[config.mk]
export PLATFORM = sky130hd
export DESIGN_NAME = maquina_moore_param_flat
export DESIGN_NICKNAME = d
export VERILOG_FILES = /design/src/rtl/maquina_moore_param_if.sv /design/src/rtl/maquina_moore_param.sv /design/src/flat_wrapper.sv
export SDC_FILE = /design/constraint.sdc
export NUM_CORES = 1
export LEC_CHECK = 0
export CAP_MARGIN = 20
export CORE_AREA = 3 3 40 42
export DETAILED_ROUTE_END_ITERATION = 12
export DIE_AREA = 0 0 43 45
export HOLD_SLACK_MARGIN = 0.05
export PLACE_DENSITY_LB_ADDON = 0.1
export SLEW_MARGIN = 5
export SYNTH_ARGS = -nofsm -noshare
export SYNTH_HDL_FRONTEND = slang
export SYNTH_SLANG_ARGS = --single-unit
[constraint.sdc]
create_clock -name clk -period 1.51 [get_ports clk]
set_clock_uncertainty 0.15 [all_clocks]
set_input_delay 0.2265 -clock clk [delete_from_list [all_inputs] [get_ports clk]]
set_output_delay 0.2265 -clock clk [all_outputs]
set_load 0.03 [all_outputs]
[src/rtl/maquina_moore_param_if.sv]
`default_nettype none
// ============================================================================
// Module      : maquina_moore_param_if
// Description : Signal bundle for the parameterised Moore up/down counter.
//               master  - drives entrada, sentido, carga, valor_carga and
//                         observes saida, estado, fim.
//               slave   - the counter itself; the mirror of master.
// Ports       : none (WIDTH sets the valor_carga / estado width)
// Revision    : 1.0 - initial release
// ============================================================================
interface maquina_moore_param_if #(
  parameter int WIDTH = 2
);
  logic             entrada;
  logic             sentido;
  logic             carga;
  logic [WIDTH-1:0] valor_carga;
  logic             saida;
  logic [WIDTH-1:0] estado;
  logic             fim;

  modport master (
    output entrada,
    output sentido,
    output carga,
    output valor_carga,
    input  saida,
    input  estado,
    input  fim
  );

  modport slave (
    input  entrada,
    input  sentido,
    input  carga,
    input  valor_carga,
    output saida,
    output estado,
    output fim
  );
endinterface
`default_nettype wire

[src/rtl/maquina_moore_param.sv]
`default_nettype none
// ============================================================================
// Module      : maquina_moore_param
// Description : Modulo-MODULO up/down Moore counter with synchronous clamped
//               load, level or rising-edge advance, and a registered
//               one-cycle wrap flag.
// Ports       : clk          - clock, all updates on rising edge
//               rst          - asynchronous active-high reset
//               bus.entrada  - advance request (level, or edge when EDGE=1)
//               bus.sentido  - 0 = count up, 1 = count down
//               bus.carga    - load strobe, wins over advance
//               bus.valor_carga - load value, clamped to MODULO-1
//               bus.saida    - estado[0] (OUT_MODE=0) or estado==MODULO-1
//               bus.estado   - registered state
//               bus.fim      - registered pulse on the cycle a wrap lands
// Revision    : 1.0 - initial release
// ============================================================================
module maquina_moore_param #(
  parameter int WIDTH    = 2,
  parameter int MODULO   = 4,
  parameter int EDGE     = 0,
  parameter int OUT_MODE = 0
) (
  input wire                    clk,
  input wire                    rst,
  maquina_moore_param_if.slave  bus
);

  localparam logic [WIDTH-1:0] c_last = WIDTH'(MODULO - 1);
  localparam logic             c_edge = 1'(EDGE != 0);

  logic [WIDTH-1:0] r_estado;
  logic             r_entrada_d;
  logic             r_fim;

  logic [WIDTH-1:0] w_estado_nxt;
  logic             w_fim_nxt;
  logic             w_advance;
  logic             w_illegal;
  logic [WIDTH-1:0] w_carga_val;

  // In level mode the delayed copy is masked out, so advance == entrada.
  assign w_advance   = bus.entrada & ~(c_edge & r_entrada_d);

  // Only reachable through upsets or deposits when MODULO < 2**WIDTH.
  assign w_illegal   = (32'(r_estado) >= 32'(MODULO));

  assign w_carga_val = (32'(bus.valor_carga) >= 32'(MODULO)) ? c_last
                                                              : bus.valor_carga;

  always_ff @(posedge clk or posedge rst) begin
    if (rst) begin
      r_estado    <= '0;
      r_entrada_d <= 1'b0;
      r_fim       <= 1'b0;
    end else begin
      r_estado    <= w_estado_nxt;
      r_entrada_d <= bus.entrada;
      r_fim       <= w_fim_nxt;
    end
  end

  // fim is raised only on a genuine step across the wrap boundary; loads
  // and illegal-state recovery land silently.
  always_comb begin
    w_estado_nxt = r_estado;
    w_fim_nxt    = 1'b0;
    if (bus.carga) begin
      w_estado_nxt = w_carga_val;
    end else if (w_illegal) begin
      w_estado_nxt = '0;
    end else if (w_advance) begin
      if (!bus.sentido) begin
        if (r_estado == c_last) begin
          w_estado_nxt = '0;
          w_fim_nxt    = 1'b1;
        end else begin
          w_estado_nxt = r_estado + WIDTH'(1);
        end
      end else begin
        if (r_estado == '0) begin
          w_estado_nxt = c_last;
          w_fim_nxt    = 1'b1;
        end else begin
          w_estado_nxt = r_estado - WIDTH'(1);
        end
      end
    end
  end

  assign bus.estado = r_estado;
  assign bus.fim    = r_fim;

  generate
    if (OUT_MODE != 0) begin : g_out_terminal
      assign bus.saida = (r_estado == c_last);
    end else begin : g_out_parity
      assign bus.saida = r_estado[0];
    end
  endgenerate

endmodule
`default_nettype wire

[src/flat_wrapper.sv]
// flat-port wrapper written by rule: the top's interface ports become plain ports
module maquina_moore_param_flat 
#(
  parameter int WIDTH    = 2,
  parameter int MODULO   = 4,
  parameter int EDGE     = 0,
  parameter int OUT_MODE = 0
)
  (clk, rst, bus_entrada, bus_sentido, bus_carga, bus_valor_carga, bus_saida, bus_estado, bus_fim);
  maquina_moore_param_if #(.WIDTH(WIDTH)) bus_i ();
  input wire clk;
  input wire rst;
  input wire logic [$bits(bus_i.entrada)-1:0] bus_entrada;
  input wire logic [$bits(bus_i.sentido)-1:0] bus_sentido;
  input wire logic [$bits(bus_i.carga)-1:0] bus_carga;
  input wire logic [$bits(bus_i.valor_carga)-1:0] bus_valor_carga;
  output wire logic [$bits(bus_i.saida)-1:0] bus_saida;
  output wire logic [$bits(bus_i.estado)-1:0] bus_estado;
  output wire logic [$bits(bus_i.fim)-1:0] bus_fim;
  assign bus_i.entrada = bus_entrada;
  assign bus_i.sentido = bus_sentido;
  assign bus_i.carga = bus_carga;
  assign bus_i.valor_carga = bus_valor_carga;
  assign bus_saida = bus_i.saida;
  assign bus_estado = bus_i.estado;
  assign bus_fim = bus_i.fim;
  maquina_moore_param #(.WIDTH(WIDTH), .MODULO(MODULO), .EDGE(EDGE), .OUT_MODE(OUT_MODE)) u_core (.clk(clk), .rst(rst), .bus(bus_i));
endmodule
# Word level (Yosys, flattened, before mapping)
# Index checks and enable logic that the tools add are counted.
# W data, S select, Z words.
# totals
output_inout_bits	4
input_bits	7
word_cells	17
register_bits	3
# op_classes
addsub	2
n_reduce_logical	2
eq_ne	1
n_mux	10
# op_table
op	count
$mux W2	5
$mux W1	5
$add A2 B1 Y2 const B	1
$eq A2 B2 Y1 const B	1
$logic_not A2 Y1	1
$reduce_bool A2 Y1	1
$sub A2 B1 Y2 const B	1

# Logic depth before layout (Yosys ltp)
# Gate-level depths: netlist of run 1.
# logic_depth
word_depth	5
ltp_mapped	5
mapped_depth_nobuf	5

# Worst setup path after synthesis of run 1
# OpenSTA, ideal clock, no wires.
# synth_timing
path_type	reg2reg
startpoint	register u_core.r_estado[0], in the netlist u_core.bus.estado[0]
endpoint	register u_core.r_estado[1], in the netlist u_core.bus.estado[1]
t_required_ns	1.277
arrival_ns	1.157
n_path_buf	0
stages_incl_launch_ff	5
setup_time_ns	0.083
path_slack_ns	0.120
synth_period_minus_slack_ns	1.390
cell_sequence	dfrtp_1 inv_1 ha_1 xnor2_1 o21ai_0
# synth_via
elab_chain_cells	5
word_cells_on_any_way	9
classes_between	2 x add/sub; 1 x eq/ne; 5 x mux; 1 x reduce/logical
# synth_rtl
item	line_no	source
start: declaration	maquina_moore_param.sv:32	logic [WIDTH-1:0] r_estado;
start signal: assignment	maquina_moore_param.sv:57	r_estado <= w_estado_nxt;
$add A2 B1 Y2, or another cell as far along	maquina_moore_param.sv:78	w_estado_nxt = r_estado + WIDTH'(1);
$mux W2, on equally long branches	maquina_moore_param.sv:74, maquina_moore_param.sv:81	
$mux W2 (*)	maquina_moore_param.sv:73	if (!bus.sentido) begin
$mux W2 (*)	maquina_moore_param.sv:72	end else if (w_advance) begin
$mux W2 (*)	maquina_moore_param.sv:68	if (bus.carga) begin
# Mark *: on every way between the ends. The rest lies on a longest branch, timed or not. The select of a mux whose other input is x is not followed.
# A chain may end at the register's enable or synchronous reset.

# Final worst setup path of run 1
# layout_timing
startpoint	register u_core.r_estado[1], in the netlist u_core.bus.estado[1]
endpoint	output bus_estado[1]
# layout_rtl
item	line_no	source
end: declaration	flat_wrapper.sv:18	output wire logic [$bits(bus_i.estado)-1:0] bus_estado;
# No word-level cell between the ends.

==> results of run 1 <==
metrics by stage:
stage	instances	power, mW	hold slack (ps)	setup WS (ps)	utilization
after global routing	52	0.369	484	73.9	0.266
after global placement	47	0.207	259	67.7	0.240
after CTS	52	0.351	474	105	0.266
after detailed placement	47	0.207	257	65.9	0.240
after floorplan	22	0.160	-170	120	-
final	52	0.340	477	120	0.266
layout make-up:
cell class	count	area [µm²]	share of cell area
Clock buffer	4	26.3	0.0769
Inverter	3	11.3	0.0330
Multi-Input combinational cell	15	100	0.293
Sequential cell	3	75.1	0.220
Tap cell	15	18.8	0.0549
Timing Repair Buffer	12	110	0.322
cell usage in the layout, fill, tap and decap left out, drive strengths merged, types with 2 or more instances in the layout:
cell,instances
a21oi,2
buf,3
clkbuf,4
clkdlybuf4s50,6
dfrtp,3
dlygate4sd2,2
ha,2
inv,3
nand2,2
nand2b,2
o21ai,2
power by group through the flow:
stage                     registers (mW)  logic [mW]  clock network (mW)
final                             0.0956       0.106               0.138
after global routing              0.0972       0.116               0.156
after CTS                         0.0960       0.109               0.146
after detailed placement          0.0975       0.110                   0
after global placement            0.0969       0.111                   0
after floorplan                    0.114      0.0454                   0
synthesized netlist by cell type (all sizes together):
library cell | count | area, µm²
o21a | 1 | 7.51
inv | 3 | 11.3
nor3b | 1 | 7.51
buf | 1 | 7.51
nor2 | 1 | 3.75
nand2b | 2 | 12.5
ha | 2 | 25.0
nand2 | 2 | 7.51
dfrtp | 3 | 75.1
a21oi | 2 | 10.0
o21ai | 2 | 10.0
a21boi | 1 | 7.51
xnor2 | 1 | 8.76
metal layers:
layer  GRT usage  up-vias  wire, µm
met5           0        -         0
met4      0.0181        0         0
met3      0.0359        0        24
met2      0.0808        8       213
met1      0.0577       87       196
li1            -      101         -
timing repair:
action                                  in CTS  in global routing
gates resized for setup                      2                  0
hold endpoints to repair                     3                  0
hold buffers                                 1                  0
endpoints found under the setup margin       2                  0
cells by family after synthesis:
group,share of synthesized area
XOR/XNOR,0.0452
buffers and inverters,0.0968
flip-flops,0.387
AND/OR/NAND/NOR,0.161
AO/OA/AOI/OAI,0.181
adder cells (fa/ha/maj),0.129
flip-flops by register name, indices dropped and copies added (netlist names):
signal             count
u_core.bus.estado      2
u_core.bus.fim         1
final timing paths:
path | start | depth (start not counted) | slack, ps | endpoint
max in group asynchronous | rst | 3 | 510 | u_core.bus.estado[1]
worst max-delay path | u_core.bus.estado[1] | 1 | 120 | bus_estado[1]
worst max register to register | u_core.bus.estado[1] | 4 | 250 | u_core.bus.estado[1]
worst min register to register | u_core.bus.estado[1] | 3 | 580 | u_core.bus.estado[1]
min in group asynchronous | rst | 3 | 580 | u_core.bus.fim
worst min-delay path | bus_valor_carga[1] | 3 | 480 | u_core.bus.estado[1]
worst reg2reg max path: cells and delay by family, from the launching register on:
kind / cells / cell delay [ps]
AOI/OAI and AO/OA: 1 / 180
xor gates and xnor gates: 1 / 120
adders and majority gates: 1 / 290
buffers and inverters: 1 / 50
DFF: 1 / 370
==> flow_summary.toml, run 1 <==
[placed_design]
dp_hpwl_um = 382
gp_routability_congestion = 0.707
io_buffers = 10
dpl_cell_area_um2 = 308

[layout]
drive_above_1_share = 0.162
post-route-cell-area_um2 = 342
diodes = 0
area_growth_pct = 76.1
fill_cells = 135
nNetsFinal = 47

[global_routing]
grt-ovfl-total = 0
grt_pass1_wl_um = 724
grt_pass1_vias = 191
grt_max_degree = 6
track_usage = 0.0524
grt_antenna_before_repair = 0

[synthesis]
synth-seq-area-share = 0.387
syn_area_um2 = 194
synthCells = 22
yosys_warnings = 0
ys_ff_latch = 3
synth.net_count = 31
synthDistinctLibCells = 13
syn_avg_cell_area_um2 = 8.82

[worst_setup_path]
path_cells = "dlygate4sd2_1"
start_kind = "flop"
worstPathMaxFanout = 4
critPathRequiredTime_ps = 1130
slowest_stage = "dlygate4sd2_1"
worstSetupPathType = "reg2out"
path_buf_inv = 1
critPathMaxStageDelay_ps = 420
end_kind = "primary output"
path_delay_family = "buffers and inverters"
arrival_ps = 1010

[floorplanning]
num_rows = 13
start_util = 0.151
io_pins = 11
die_h_um = 45
coreArea_um2 = 1280
dieWidth_um = 43
die-area_um2 = 1940

[sta]
drv_slew = 0
timing.fmax_mhz = 719
hold_viol_final = 0
timing.final.crit_share = 0.921
tns_ps = 0
rsz0062_at_grt = "false"
relSlewSlack = 0.795
worstMarginPinSlew_ps = 308
setup_violations = 0
min_period_ps = 1390

[power_and_ir_drop]
switching_share = 0.292
internal-power_mw = 0.240
power_frac_comb = 0.313
pwr-share-seq = 0.281
p_sw_mw = 0.0993
powerDensity_nw_per_um2 = 994
leakage_nw = 0.162
irDropWorstVdd_uv = 272
clockPowerShare = 0.405

[clocking]
root_buffer = "clkbuf_4"
cts.sinks = 3
path_clk_slew_ps = 30
cts_tree = "yes"
cts_buffer_depth = 2
clock_latency_ps = 230
htree_num_levels = 1
post_cts_buffers = 0
numCtsBuffers = 3

[worst_hold_path]
hold_class = "in2reg"

[routing]
final_antenna_net_count = 0
routed_wl_um = 434
drt-initial-drc-count = 0
drt_first_pass_iters = 1
route.detailed.drc = 0
wl_per_cell_um = 8.35
vias_per_cell = 3.77
via_count = 196

[run_status]
status = "complete, no violations"

[job]
cap_viol_max_count = 0
Power figures use the tool's default switching activity.
==> inputs of run 2 (changes only) <==
--- a/config.mk
+++ b/config.mk
@@ -10,6 +10,7 @@
 export DETAILED_ROUTE_END_ITERATION = 12
 export DIE_AREA = 0 0 43 45
 export HOLD_SLACK_MARGIN = 0.05
+export MAX_ROUTING_LAYER = met4
 export PLACE_DENSITY_LB_ADDON = 0.1
 export SLEW_MARGIN = 5
 export SYNTH_ARGS = -nofsm -noshare
==> results of run 2 <==
Same layout as run 1: the final DEF is identical, and so are final timing and power.
Among the figures that moved: final weighted congestion in routability-driven placement 0.707 -> 0.715; via count of the first global-routing pass 191 -> 190; overall routing resource usage 0.0524 -> 0.0540
==> variant 1 (settings of run 1) <==
Make the reset (`rst`) synchronous in one clocked block. Comments in the files are not updated.
--- a/src/rtl/maquina_moore_param.sv
+++ b/src/rtl/maquina_moore_param.sv
@@ -49,5 +49,5 @@
                                                               : bus.valor_carga;
 
-  always_ff @(posedge clk or posedge rst) begin
+  always_ff @(posedge clk) begin
     if (rst) begin
       r_estado    <= '0;
Function: differs if rst is asserted again (counterexample within 4 cycles, from zero or initial values and one cycle with rst high); with rst held inactive, the same outputs for 10 cycles.
==> variant 1 against run 1 <==
  * Sequential cell count is the same
  * Area after synthesis down 0.65%
  * Synthesized cell count fell by 4.5%
  * Power fell by 8.1%
  * Die area stayed put
  * Routed wire length grew 5.5%
  * First-iteration DRC count increased by 3
  * Utilization grew 0.68 points
  * Non-clock buffer count fell by 1
  * Critical path type is now flop to flop
  * Design area grew 2.6%
  * Maximum frequency decreased by 0.48%
  * Global-route usage increased by 1.5 points
  * Setup slack worse by 0.0068 ns
==> variant 1: results (changes against run 1) <==
| Metric | Value |
|---|---|
| Status | `completed` |
| Crit path max-delay family | `compound AO/OA/AOI/OAI gates` |
| Synth top cells by count | `dfxtp_1 (3), inv_1 (3), ha_1 (2), nand2_1 (2)` |
| Post-synthesis sequential area ratio | `31.17% (-7.5 points)` |
| HP Start | `bus_valor_carga[1]` |
| Drt pass-1 iters | `3 (+2)` |
| Placed cells | `46 (-2.1%)` |
| Vias per cell | `3.620 (-4.0%)` |
| First-pass GRT wire length | `924 um (+28%)` |
| Synth warn | `0 (unchanged)` |
| Number of port buffers | `10 (unchanged)` |
| Top sig layer | `met3` |
| Crit path largest cell delay | `0.35 ns (-0.07 ns)` |
| DP Worst Slack | `-0.08464 ns (-0.1506 ns)` |
| Worst Reg-to-Reg Cells | `5 (+1)` |
| Critical path arrival | `1.41 ns (+0.40 ns)` |
| Layout cells sized above 1 | `28.57% (+12 points)` |
| Final hold slack | `0.4056 ns (-0.07186 ns)` |
| CTS max path bufs | `2 (unchanged)` |
| M1 WL | `210 um (+7.1%)` |
| Cts repair resizes | `4 (+2)` |
| Detail Placement HPWL | `376.1 um (-1.6%)` |
| Initial antenna violation count | `0 (unchanged)` |
| Via count | `181 (-7.7%)` |
| Syn nets | `30 (-3.2%)` |
| Worst Setup SP | `u_core.bus.estado[1]` |
| Synth top area cells | `dfxtp_1 (31%), ha_1 (13%), a2111oi_2 (7.8%)` |
| Logic power comb | `0.0814 mW (-23%)` |
| Worst VDD drop | `0.0001558 V (-43%)` |
| Worst Path Max Fanout | `4 (unchanged)` |
| Detailed Route WL | `458 um (+5.5%)` |
| M3 GR Usage | `1.195% (-2.4 points)` |
| Layout Nets | `45 (-4.3%)` |
| Final WS setup | `0.1129 ns (-0.006769 ns)` |
| Cell variety after synth | `15 (+2)` |
| Met3 wire length | `25 um (+4.2%)` |
| Metal2 WL | `222 um (+4.2%)` |
| Placer Congestion | `0.6608 (-6.5%)` |
| Worst Setup EP | `u_core.bus.estado[1]` |
| CTS root buf | `clkbuf_4` |
| Fraction of registers with async set or reset after synthesis | `0% (-100 points)` |
| Leak | `0.1478 nW (-8.9%)` |
| Fill count | `144 (+6.7%)` |
| Cells after synthesis | `21 (-4.5%)` |
| Vias in the first global route | `209 (+9.4%)` |
| NetSw | `0.08648 mW (-13%)` |
| TritonCTS Buffers | `3 (unchanged)` |
| Hold EP | `u_core.bus.estado[1]` |
| Met1 usage in global routing | `8.633% (+2.9 points)` |
| Starting DRT DRC Count | `3 (+3)` |
| CP max stage cell | `dfxtp_2` |
| Number of flip-flops in the largest register | `2 (unchanged)` |
| Grt met2 use | `8.982% (+0.90 points)` |
| Slew margin rel. | `79.10% (-0.45 points)` |
| Gr usage total | `6.733% (+1.5 points)` |
-- variant 1: logic make-up after synthesis --
group / Yosys count / share of synthesized area (%)
buffers and inverters: 4 / 9.741
AOI/OAI and AO/OA: 5 / 25.33
and+or+nand+nor: 6 / 16.23
adders and majority gates: 2 / 12.98
DFF: 3 / 31.17
xor gates and xnor gates: 1 / 4.546
-- variant 1: metrics by stage --
| step | power (mW) | area, sq um |
|---|---|---|
| 5_1_grt | 0.3460 | 350.3 |
| 4_1_cts | 0.3150 | 337.8 |
| 2_1_floorplan | 0.1355 | 197.7 |
| 3_5_place_dp | 0.1741 | 316.6 |
| 3_3_place_gp | 0.1736 | 316.6 |
| 6_report | 0.3122 | 350.3 |
-- variant 1: area by class of cell --
type | count | area [sq um] | area share, %
multi-input combinational | 14 | 126.4 | 36.07
sequential | 3 | 65.06 | 18.57
inverter | 3 | 11.26 | 3.214
clock buffer | 4 | 26.28 | 7.500
timing repair buffer | 11 | 102.6 | 29.29
tap | 15 | 18.77 | 5.357
==> variant 2 (config.mk and constraints of run 1) <==
Made on the original files. `WIDTH` is set to 2 in 3 places; all go to 4. Comments in the files are not updated.
--- a/src/rtl/maquina_moore_param_if.sv
+++ b/src/rtl/maquina_moore_param_if.sv
@@ -10,5 +10,5 @@
 // ============================================================================
 interface maquina_moore_param_if #(
-  parameter int WIDTH = 2
+  parameter int WIDTH = 4
 );
   logic             entrada;
--- a/src/rtl/maquina_moore_param.sv
+++ b/src/rtl/maquina_moore_param.sv
@@ -17,5 +17,5 @@
 // ============================================================================
 module maquina_moore_param #(
-  parameter int WIDTH    = 2,
+  parameter int WIDTH    = 4,
   parameter int MODULO   = 4,
   parameter int EDGE     = 0,
--- a/src/flat_wrapper.sv
+++ b/src/flat_wrapper.sv
@@ -2,5 +2,5 @@
 module maquina_moore_param_flat 
 #(
-  parameter int WIDTH    = 2,
+  parameter int WIDTH    = 4,
   parameter int MODULO   = 4,
   parameter int EDGE     = 0,
Ports: changed (resized bus_estado and bus_valor_carga); port bits go from 11 to 15. No check against the original RTL was run, so the function may have changed too.
==> variant 2 against run 1 <==
  * Via count up 90%
  * Combinational power up 91%
  * Setup slack worse by 0.10 ns
  * Count of clock-buffer cells in the layout unchanged
  * Power up 54%
  * Maximum frequency down 6.8%
  * Area after synthesis up 90%
  * Routed wire length up 120%
  * Synthesized cell count up 68%
  * Critical endpoint is now u_core.bus.estado[1]
  * Design area up 82%
  * Highest routed layer is now met4
  * Largest power group is now combinational cells
  * Sequential cell count up 2
==> variant 2: results (changes against run 1) <==
| Metric | Value |
|---|---|
| Number of flip-flops in the largest register | `4 (+2)` |
| Worst slew pin tran | `0.3118 ns (+0.003689 ns)` |
| Fill count | `131 (-3.0%)` |
| First-pass GRT wire length | `1.400 mm (+93%)` |
| Synth top area cells | `dfrtp_1 (34%), ha_1 (10%), xnor2_1 (4.7%)` |
| Crit path largest cell delay | `0.43 ns` |
| Syn nets | `49 (+58%)` |
| Detail Placement HPWL | `746.6 um (+95%)` |
| Starting DRT DRC Count | `3 (+3)` |
| Vias per cell | `4.908 (+30%)` |
| Leak | `0.2859 nW (+76%)` |
| Vias in the first global route | `355 (+86%)` |
| H-tree depth | `1 (unchanged)` |
| CTS root buf | `clkbuf_4` |
| Clk_lat worst skew | `0.24 ns` |
| Fraction of registers with async set or reset after synthesis | `100.0% (unchanged)` |
| Drt pass-1 iters | `4 (+3)` |
| Status | `completed` |
| Initial antenna violation count | `0 (unchanged)` |
| Antenna cell count | `0 (unchanged)` |
| Number of port buffers | `14 (+4)` |
| CTS max path bufs | `2 (unchanged)` |
| Synth warn | `0 (unchanged)` |
| Reg2Reg Setup Slack | `0.02 ns (-0.23 ns)` |
| Worst-path clk slew | `0.05 ns (+0.02 ns)` |
| Detailed Route WL | `962 um (+120%)` |
| R2r startpoint | `u_core.bus.estado[1]` |
| Critical path arrival | `1.46 ns (+0.45 ns)` |
| Post-synthesis sequential area ratio | `33.90% (-4.8 points)` |
| TritonCTS Buffers | `3 (unchanged)` |
| Worst Path Max Fanout | `5 (+1)` |
| Cell variety after synth | `24 (+11)` |
| Crit path kind | `flop to flop` |
| Crit path max-delay family | `flip-flops` |
| Gr usage total | `10.19% (+5.0 points)` |
| CP max stage cell | `dfrtp_2` |
| Worst VDD drop | `0.0003199 V (+17%)` |
| Layout cells sized above 1 | `40.98% (+25 points)` |
| Largest net degree at the start of global routing | `7 (+1)` |
| Layout Nets | `74 (+57%)` |
| Hold Path Class | `flop to flop` |
| Worst Reg-to-Reg Cells | `5 (+1)` |
| Synth top cells by count | `dfrtp_1 (5), inv_1 (4), ha_1 (3)` |
| Switching portion of total power | `33.04% (+3.8 points)` |
| Worst r2r dst | `u_core.bus.estado[1]` |
| Placer Congestion | `0.8164 (+15%)` |
==> variant 2: cell types whose count changed in the layout (fill, tap and decap cells not counted), sizes merged, moves of 2 or more <==
cell	delta
and3b	+2
and4b	+2
buf	+5
clkdlybuf4s50	+2
dfrtp	+2
dlygate4sd2	+3
nand2b	-2
==> variant 2: stage by stage <==
stage                     setup WS [ns]  area (sq um)  instances    TNS (ns)
final                           0.01802         623.1         76           0
after global routing           -0.04425         623.1         76    -0.09849
after CTS                      0.006341         603.1         76           0
after detailed placement        -0.2257         565.5         70     -0.6196
after global placement          -0.2013         565.5         70     -0.5872
after floorplan              -0.0002907         376.6         37  -0.0002907
==> variant 2: repair_timing <==
item / in CTS / in global routing
hold endpoints to repair: 5 / 0
gates resized for setup: 5 / 4
endpoints found under the setup margin: 6 / 4
hold buffers: 1 / 0
pin swaps: 0 / 4
setup buffers: 1 / 0
==> variant 2: area by class of cell <==
class	count	area, sq um	share of cell area, %
timing repair buffer	22	193.9	31.12
tap	15	18.77	3.012
inverter	4	15.01	2.410
clock buffer	4	26.28	4.217
sequential	5	130.1	20.88
multi-input combinational	26	239.0	38.35
==> variant 2: power groups by stage <==
stage,combinational [mW],clock (mW),sequential [mW]
after floorplan,0.0875,0,0.186
after global placement,0.188,0,0.164
after detailed placement,0.189,0,0.165
after CTS,0.191,0.161,0.162
after global routing,0.220,0.165,0.169
final,0.202,0.155,0.166
==> variant 2: how the worst min path moves through the flow <==
stage	from	end	slack, ns	cells past startpoint
final	u_core.bus.estado[3]	u_core.bus.estado[3]	0.33	1
after global routing	u_core.bus.estado[3]	u_core.bus.estado[3]	0.35	1
after CTS	u_core.bus.estado[3]	u_core.bus.estado[3]	0.33	1
after detailed placement	rst	u_core.bus.fim	0.29	2
after global placement	rst	u_core.bus.fim	0.29	2
after floorplan	rst	u_core.bus.fim	-0.15	1
==> variant 2: logic make-up after synthesis <==
family	Yosys count	synth area share, %
compound gates	10	22.03
xor+xnor	2	4.747
fa+ha+maj	3	10.17
buf+inv	6	7.456
flops	5	33.90
simple gates	11	21.70
==> variant 2: per-layer routing <==
| layer | routed length (um) | vias to the layer above | GRT usage [%] | part of all wire [%] |
|---|---|---|---|---|
| li1 | - | 188 | - | - |
| met1 | 388 | 170 | 10.95 | 40 |
| met3 | 84 | 2 | 2.789 | 8.7 |
| met2 | 479 | 13 | 17.37 | 50 |
| met5 | 0 | - | 0 | 0 |
| met4 | 10 | 0 | 7.229 | 1.0 |
